## config.mk

```make
export PLATFORM = sky130hd
export DESIGN_NAME = psone_poller
export DESIGN_NICKNAME = d
export VERILOG_FILES = /design/src/rtl/psone_poller.sv
export SDC_FILE = /design/constraint.sdc
export NUM_CORES = 1
export LEC_CHECK = 0
export CAP_MARGIN = 20
export CORE_ASPECT_RATIO = 1.2
export CORE_MARGIN = 3
export CORE_UTILIZATION = 58
export DETAILED_ROUTE_END_ITERATION = 10
export PLACE_DENSITY = 0.91
export RECOVER_POWER = 50
export SLEW_MARGIN = 20
export SYNTH_ARGS = -nofsm -noshare
export SYNTH_HDL_FRONTEND = slang
export SYNTH_SLANG_ARGS = --single-unit
```

## constraint.sdc

```tcl
create_clock -name iCLK -period 3.4 [get_ports iCLK]
set_clock_uncertainty 0.1 [all_clocks]
set_input_delay 0.68 -clock iCLK [delete_from_list [all_inputs] [get_ports iCLK]]
set_output_delay 0.68 -clock iCLK [all_outputs]
set_load 0.03 [all_outputs]
```

## src/rtl/psone_poller.sv

```systemverilog
// rtl/psone_poller.sv - round-robin PlayStation pad poller over a bit-banged SPI link
// Frames 0x01 0x42 0x00.. to each pad in turn, collects the reply, and publishes frames carrying the 0x5A marker.
module psone_poller #(
   parameter int HALF_PER  = 100,
   parameter int NUM_PADS  = 2,
   parameter int NUM_BYTES = 5,
   parameter int ACK_TO    = 2000,
   parameter int GAP_CYC   = 50000
) (
   input  logic                   iCLK,
   input  logic                   iRESET,
   input  logic                   iEN,
   output logic [NUM_PADS-1:0]    oCS,
   output logic                   oCLK,
   output logic                   oMOSI,
   input  logic                   iMISO,
   input  logic                   iACK,
   output logic [8*NUM_BYTES-1:0] oDATA,
   output logic [1:0]             oPAD,
   output logic                   oVALID,
   output logic                   oTIMEOUT,
   output logic                   oERR,
   output logic                   oBUSY
);
   localparam int MAXC = (HALF_PER > ACK_TO) ? ((HALF_PER > GAP_CYC) ? HALF_PER : GAP_CYC)
                                             : ((ACK_TO > GAP_CYC) ? ACK_TO : GAP_CYC);
   localparam int CW = $clog2(MAXC + 1);
   localparam int BW = $clog2(NUM_BYTES);
   localparam logic [CW-1:0] HP_LAST   = CW'(HALF_PER - 1);
   localparam logic [CW-1:0] TO_LAST   = CW'(ACK_TO - 1);
   // GAP is left one cycle early: the IDLE cycle that follows completes the CS-high span.
   localparam logic [CW-1:0] GAP_LAST  = CW'(GAP_CYC - 2);
   localparam logic [BW-1:0] LAST_BYTE = BW'(NUM_BYTES - 1);

   typedef enum logic [2:0] {IDLE, SETUP, SHIFT, WAIT_ACK, HOLD, GAP} state_t;
   state_t state_q, state_d;

   logic [CW-1:0]             cnt_q, cnt_d;
   logic [3:0]                tog_q, tog_d;
   logic [BW-1:0]             byte_q, byte_d;
   logic                      ack_seen_q, ack_seen_d;
   logic [1:0]                pad_q, pad_d;
   logic [NUM_BYTES-1:0][7:0] rx_q, rx_d;
   logic [NUM_PADS-1:0]       cs_q, cs_d;
   logic                      sclk_q, sclk_d, mosi_q, mosi_d;
   logic [8*NUM_BYTES-1:0]    data_q, data_d;
   logic [1:0]                opad_q, opad_d;
   logic                      valid_q, valid_d, tmo_q, tmo_d, err_q, err_d;
   logic [1:0]                miso_sync_q, miso_sync_d, ack_sync_q, ack_sync_d;
   logic                      ack_prev_q, ack_prev_d;
   logic                      miso_s, ack_fall, hp_done, to_done, gap_done, tog_last, good;
   logic [7:0]                cmd;

   assign miso_s   = miso_sync_q[1];
   assign ack_fall = ack_prev_q & ~ack_sync_q[1];
   assign hp_done  = (cnt_q == HP_LAST);
   assign to_done  = (cnt_q == TO_LAST);
   assign gap_done = (cnt_q == GAP_LAST);
   assign tog_last = (tog_q == 4'd15);
   assign good     = (rx_q[2] == 8'h5A);
   assign cmd      = (byte_q == '0) ? 8'h01 : (byte_q == BW'(1)) ? 8'h42 : 8'h00;

   always_ff @(posedge iCLK or negedge iRESET) begin
      if (!iRESET) state_q <= IDLE;
      else         state_q <= state_d;
   end

   always_comb begin
      state_d = state_q;
      case (state_q)
         IDLE:     if (iEN) state_d = SETUP;
         SETUP:    if (hp_done) state_d = SHIFT;
         SHIFT:    if (hp_done && tog_last) state_d = (byte_q == LAST_BYTE) ? HOLD : WAIT_ACK;
         WAIT_ACK: begin
            if (ack_seen_q) begin
               if (hp_done) state_d = SHIFT;
            end else if (!ack_fall && to_done) begin
               state_d = GAP;
            end
         end
         HOLD:     if (hp_done) state_d = GAP;
         GAP:      if (gap_done) state_d = IDLE;
         default:  state_d = IDLE;
      endcase
   end

   always_comb begin
      cnt_d       = (cnt_q == '1) ? cnt_q : cnt_q + 1'b1;
      tog_d       = tog_q;
      byte_d      = byte_q;
      ack_seen_d  = ack_seen_q;
      pad_d       = pad_q;
      rx_d        = rx_q;
      cs_d        = cs_q;
      sclk_d      = sclk_q;
      mosi_d      = mosi_q;
      data_d      = data_q;
      opad_d      = opad_q;
      valid_d     = 1'b0;
      tmo_d       = 1'b0;
      err_d       = 1'b0;
      miso_sync_d = {miso_sync_q[0], iMISO};
      ack_sync_d  = {ack_sync_q[0], iACK};
      ack_prev_d  = ack_sync_q[1];
      case (state_q)
         IDLE: begin
            if (iEN) begin
               for (int i = 0; i < NUM_PADS; i++) cs_d[i] = (pad_q != 2'(i));
               mosi_d = 1'b0;
               byte_d = '0;
               rx_d   = '0;
               cnt_d  = '0;
            end
         end
         SETUP: begin
            if (hp_done) begin
               sclk_d = 1'b0;
               mosi_d = cmd[0];
               tog_d  = 4'd1;
               cnt_d  = '0;
            end
         end
         SHIFT: begin
            if (hp_done) begin
               cnt_d = '0;
               if (tog_q[0]) begin
                  sclk_d = 1'b1;
                  rx_d[byte_q][tog_q[3:1]] = miso_s;
                  if (tog_last) begin
                     ack_seen_d = 1'b0;
                     if (byte_q != LAST_BYTE) byte_d = byte_q + 1'b1;
                  end
               end else begin
                  sclk_d = 1'b0;
                  mosi_d = cmd[tog_q[3:1]];
               end
               if (!tog_last) tog_d = tog_q + 1'b1;
            end
         end
         WAIT_ACK: begin
            if (ack_seen_q) begin
               if (hp_done) begin
                  sclk_d = 1'b0;
                  mosi_d = cmd[0];
                  tog_d  = 4'd1;
                  cnt_d  = '0;
               end
            end else if (ack_fall) begin
               ack_seen_d = 1'b1;
               cnt_d      = '0;
            end else if (to_done) begin
               cs_d   = '1;
               sclk_d = 1'b1;
               mosi_d = 1'b0;
               tmo_d  = 1'b1;
               cnt_d  = '0;
            end
         end
         HOLD: begin
            if (hp_done) begin
               cs_d   = '1;
               mosi_d = 1'b0;
               cnt_d  = '0;
               if (good) begin
                  data_d  = rx_q;
                  opad_d  = pad_q;
                  valid_d = 1'b1;
               end else begin
                  err_d = 1'b1;
               end
            end
         end
         GAP: begin
            if (gap_done) begin
               pad_d = (pad_q == 2'(NUM_PADS - 1)) ? 2'd0 : pad_q + 1'b1;
               cnt_d = '0;
            end
         end
         default: ;
      endcase
   end

   always_ff @(posedge iCLK or negedge iRESET) begin
      if (!iRESET) begin
         cnt_q       <= '0;
         tog_q       <= '0;
         byte_q      <= '0;
         ack_seen_q  <= 1'b0;
         pad_q       <= '0;
         rx_q        <= '0;
         cs_q        <= '1;
         sclk_q      <= 1'b1;
         mosi_q      <= 1'b0;
         data_q      <= '0;
         opad_q      <= '0;
         valid_q     <= 1'b0;
         tmo_q       <= 1'b0;
         err_q       <= 1'b0;
         miso_sync_q <= '0;
         ack_sync_q  <= 2'b11;
         ack_prev_q  <= 1'b1;
      end else begin
         cnt_q       <= cnt_d;
         tog_q       <= tog_d;
         byte_q      <= byte_d;
         ack_seen_q  <= ack_seen_d;
         pad_q       <= pad_d;
         rx_q        <= rx_d;
         cs_q        <= cs_d;
         sclk_q      <= sclk_d;
         mosi_q      <= mosi_d;
         data_q      <= data_d;
         opad_q      <= opad_d;
         valid_q     <= valid_d;
         tmo_q       <= tmo_d;
         err_q       <= err_d;
         miso_sync_q <= miso_sync_d;
         ack_sync_q  <= ack_sync_d;
         ack_prev_q  <= ack_prev_d;
      end
   end

   assign oCS      = cs_q;
   assign oCLK     = sclk_q;
   assign oMOSI    = mosi_q;
   assign oDATA    = data_q;
   assign oPAD     = opad_q;
   assign oVALID   = valid_q;
   assign oTIMEOUT = tmo_q;
   assign oERR     = err_q;
   assign oBUSY    = |(~cs_q);
endmodule

```

==> metrics.txt <==
status finished clean; class of the worst hold path reg -> reg; Final Hold Fails 0; Async S/R FF share, synth 1.00; ranking of synthesized cells by area dfrtp_1, mux2_2, o31ai_1; Reg2Reg Depth 5; total global-route track usage 0.258; Hold Crit Endpoint miso_sync_q[1]$_DFF_PN0_; synth cell count leaders dfrtp_1, o21ai_0, o31ai_1; DRT Pass-1 Iters 5; Final Cycle Share 0.849; # setup viols final 0; hold-fix buffers at CTS 0; max-slew violations 0; ANT nets after route 0; area share of the largest cell type after synthesis 0.486; R2R Setup Slk between 0.5 and 0.6 ns; EDFF count, synth 0; final cell count without fillers ~750; residual DRC count 0; CTS tree yes; initial antenna violation count 0; Placed Area roughly 0.0067 mm^2; synth warn 0; Max Root-Sink Buffers 2; Comb pwr share 0.165; CTS Buf Count 17; Seq pwr share 0.437; top_reg_cell synth dfrtp_1; Synth Area in XOR/XNOR 0.0189; DR vias slightly below 5000; multi-input logic area 0.00274 mm^2; # diodes 0; Switching Power roughly 1.3 mW; Tot Pwr between 4 and 5 mW; CTS clk-pin slew, worst paths 0.05 ns; io pins 55; Worst-Skew Late Latency roughly 0.42 ns; most instantiated library cell after synthesis dfrtp_1; main combinational cell family by area after synthesis compound AO/OA/AOI/OAI gates; clock sink total 123; RSZ-0062 raised after global routing no; clock root cell clkbuf_16; Arr. time, crit path 3.07 ns; sequential cell area approximately 0.0031 mm^2; final core occ 0.719; I/O Buffers 54; Hold Crit Depth 0; Mapped Area ~0.0060 mm^2; Clk pwr share 0.397; crit path launch type flip-flop; die area 0.0116 mm^2; final worst setup slack slightly above 0.5 ns; Setup Slack @ Placement around 0.55 ns; r2r startpoint cnt_q[13]$_DFF_PN0_; synthesized flop and latch total 123; gp weighted congestion approximately 0.9; Fillers ~700; row cnt 40; worst relative slew slack 0.106; design area just over 0.007 mm^2; initial DRC count ~310; Crit path required time 3.59 ns; Final HPWL DP between 9000 and 10000 um; Distinct cells, synth 63; Adder-Cell Fraction of Synth Area 0.0125; htree depth 4; max frequency 0.347 GHz; FF-to-FF End oMOSI$_DFFE_PN0P_; Hold WS 0.249 ns; first-pass GRT wire length 24100 um; final setup TNS 0 ns; vias in the first global route 4879; CP Class reg -> reg; Worst Path Max Fanout 11; Int Pwr 3.28 mW; Slew @ Worst Pin approximately 1.3 ns; vias per cell 6.48; post-CTS setup buffers 0; Pleak approximately 3.2 nW; pwr/cell area roughly 630 mW/mm^2; final WL around 14000 um; area leader, netlist dfrtp_1; Seq/Total Area, Yosys 0.513; max-cap violation count 0; die height between 100 and 150 um; Sw Ratio 0.284; largest net degree at the start of global routing between 50 and 60; syn_area_per_cell around 11 um^2; Compound-Gate Fraction of Synth Area 0.197; worst hold start miso_sync_q[0]$_DFF_PN0_; share of cells above drive strength 1 0.158; placed cells between 700 and 800; WL per Instance around 19 um; mux share of post-synthesis cell area 0.0728; peak supply drop approximately 0.33 mV; area grow syn2layout 20.1%; grt total ovfl 0; Synth Area in Simple Gates 0.153; Starting Density 0.598; overall die width roughly 99 um; Final Net Count approximately 620; Mapped Cells 562; CP endpoint kind flip-flop; fin crit period between 2 and 3 ns; Syn Nets around 570; CORE AREA roughly 0.010 mm^2; post-cts sizing count 0
[layer usage]
layer  up-vias  wire length, um  GRT usage
met5         -                0          0
met3        58              919     0.0622
met1      2363             5530      0.305
met2       242             7340      0.421
met4         0              609      0.155
li1       2175                -          -
[cells by family (layout without fill, tap and decap cells)]
group / count (synthesis) / count (layout)
AO/OA/AOI/OAI: 177 / 177
XOR/XNOR: 13 / 13
adder cells (fa/ha/maj): 6 / 6
buffers and inverters: 46 / 105
flip-flops: 123 / 123
multiplexers: 39 / 39
AND/OR/NAND/NOR: 158 / 158
[how the worst max path moves through the flow]
stage                        startpoint                end  depth (start not counted)
floorplan           cnt_q[13]$_DFF_PN0_  oMOSI$_DFFE_PN0P_                          7
global placement     cnt_q[7]$_DFF_PN0_  oMOSI$_DFFE_PN0P_                          5
detailed placement  cnt_q[13]$_DFF_PN0_  oMOSI$_DFFE_PN0P_                          5
CTS                 cnt_q[13]$_DFF_PN0_  oMOSI$_DFFE_PN0P_                          5
global route        cnt_q[13]$_DFF_PN0_  oMOSI$_DFFE_PN0P_                          5
finish              cnt_q[13]$_DFF_PN0_  oMOSI$_DFFE_PN0P_                          5
[cells in the final DEF, fill, tap and decap left out, drive strengths merged, types with 4 or more instances in the layout]
master,count
and3,9
clkdlybuf4s50,34
nand4,7
nand2,28
buf,8
o21a,6
dfstp,6
nor4,7
o21ai,59
dlygate4sd3,19
ha,6
nor2,27
nor3,14
xor2,9
xnor2,4
clkbuf,28
a21boi,36
inv,9
nand3,11
or2,7
a21oi,12
dfrtp,117
o31ai,40
or4,4
nor2b,10
or3,6
nand3b,5
mux2,38
[state kept, by name, indices dropped and copies added (netlist names), 2 cells and up]
register	cells
oDATA	40
rx_q	40
cnt_q	16
tog_q	4
byte_q	3
state_q	3
ack_sync_q	2
miso_sync_q	2
oCS	2
oPAD	2
pad_q	2
[area by class of cell]
cell class,instances,share of cell area
Sequential cell,123,0.427
Multi-Input combinational cell,393,0.379
Timing Repair Buffer,64,0.0853
Clock buffer,25,0.0672
Tap cell,126,0.0218
Clock inverter,7,0.0156
Inverter,9,0.00467
[power groups by stage]
stage	Combinational (mW)	Sequential, mW	Clock [mW]
after floorplan	0.547	1.93	0
after global placement	0.692	1.99	0
after detailed placement	0.735	2.00	0
after CTS	0.760	1.99	1.84
after global routing	0.840	2.03	1.91
final	0.757	2.00	1.82
[worst max-delay path, stage by stage (launching register included)]
cell	delay, ns
dfrtp_1	0.45
or4_4	0.59
or4_4	0.65
or3_1	0.36
a211oi_2	0.26
mux2_1	0.35
(Power assumes the default switching activity.)
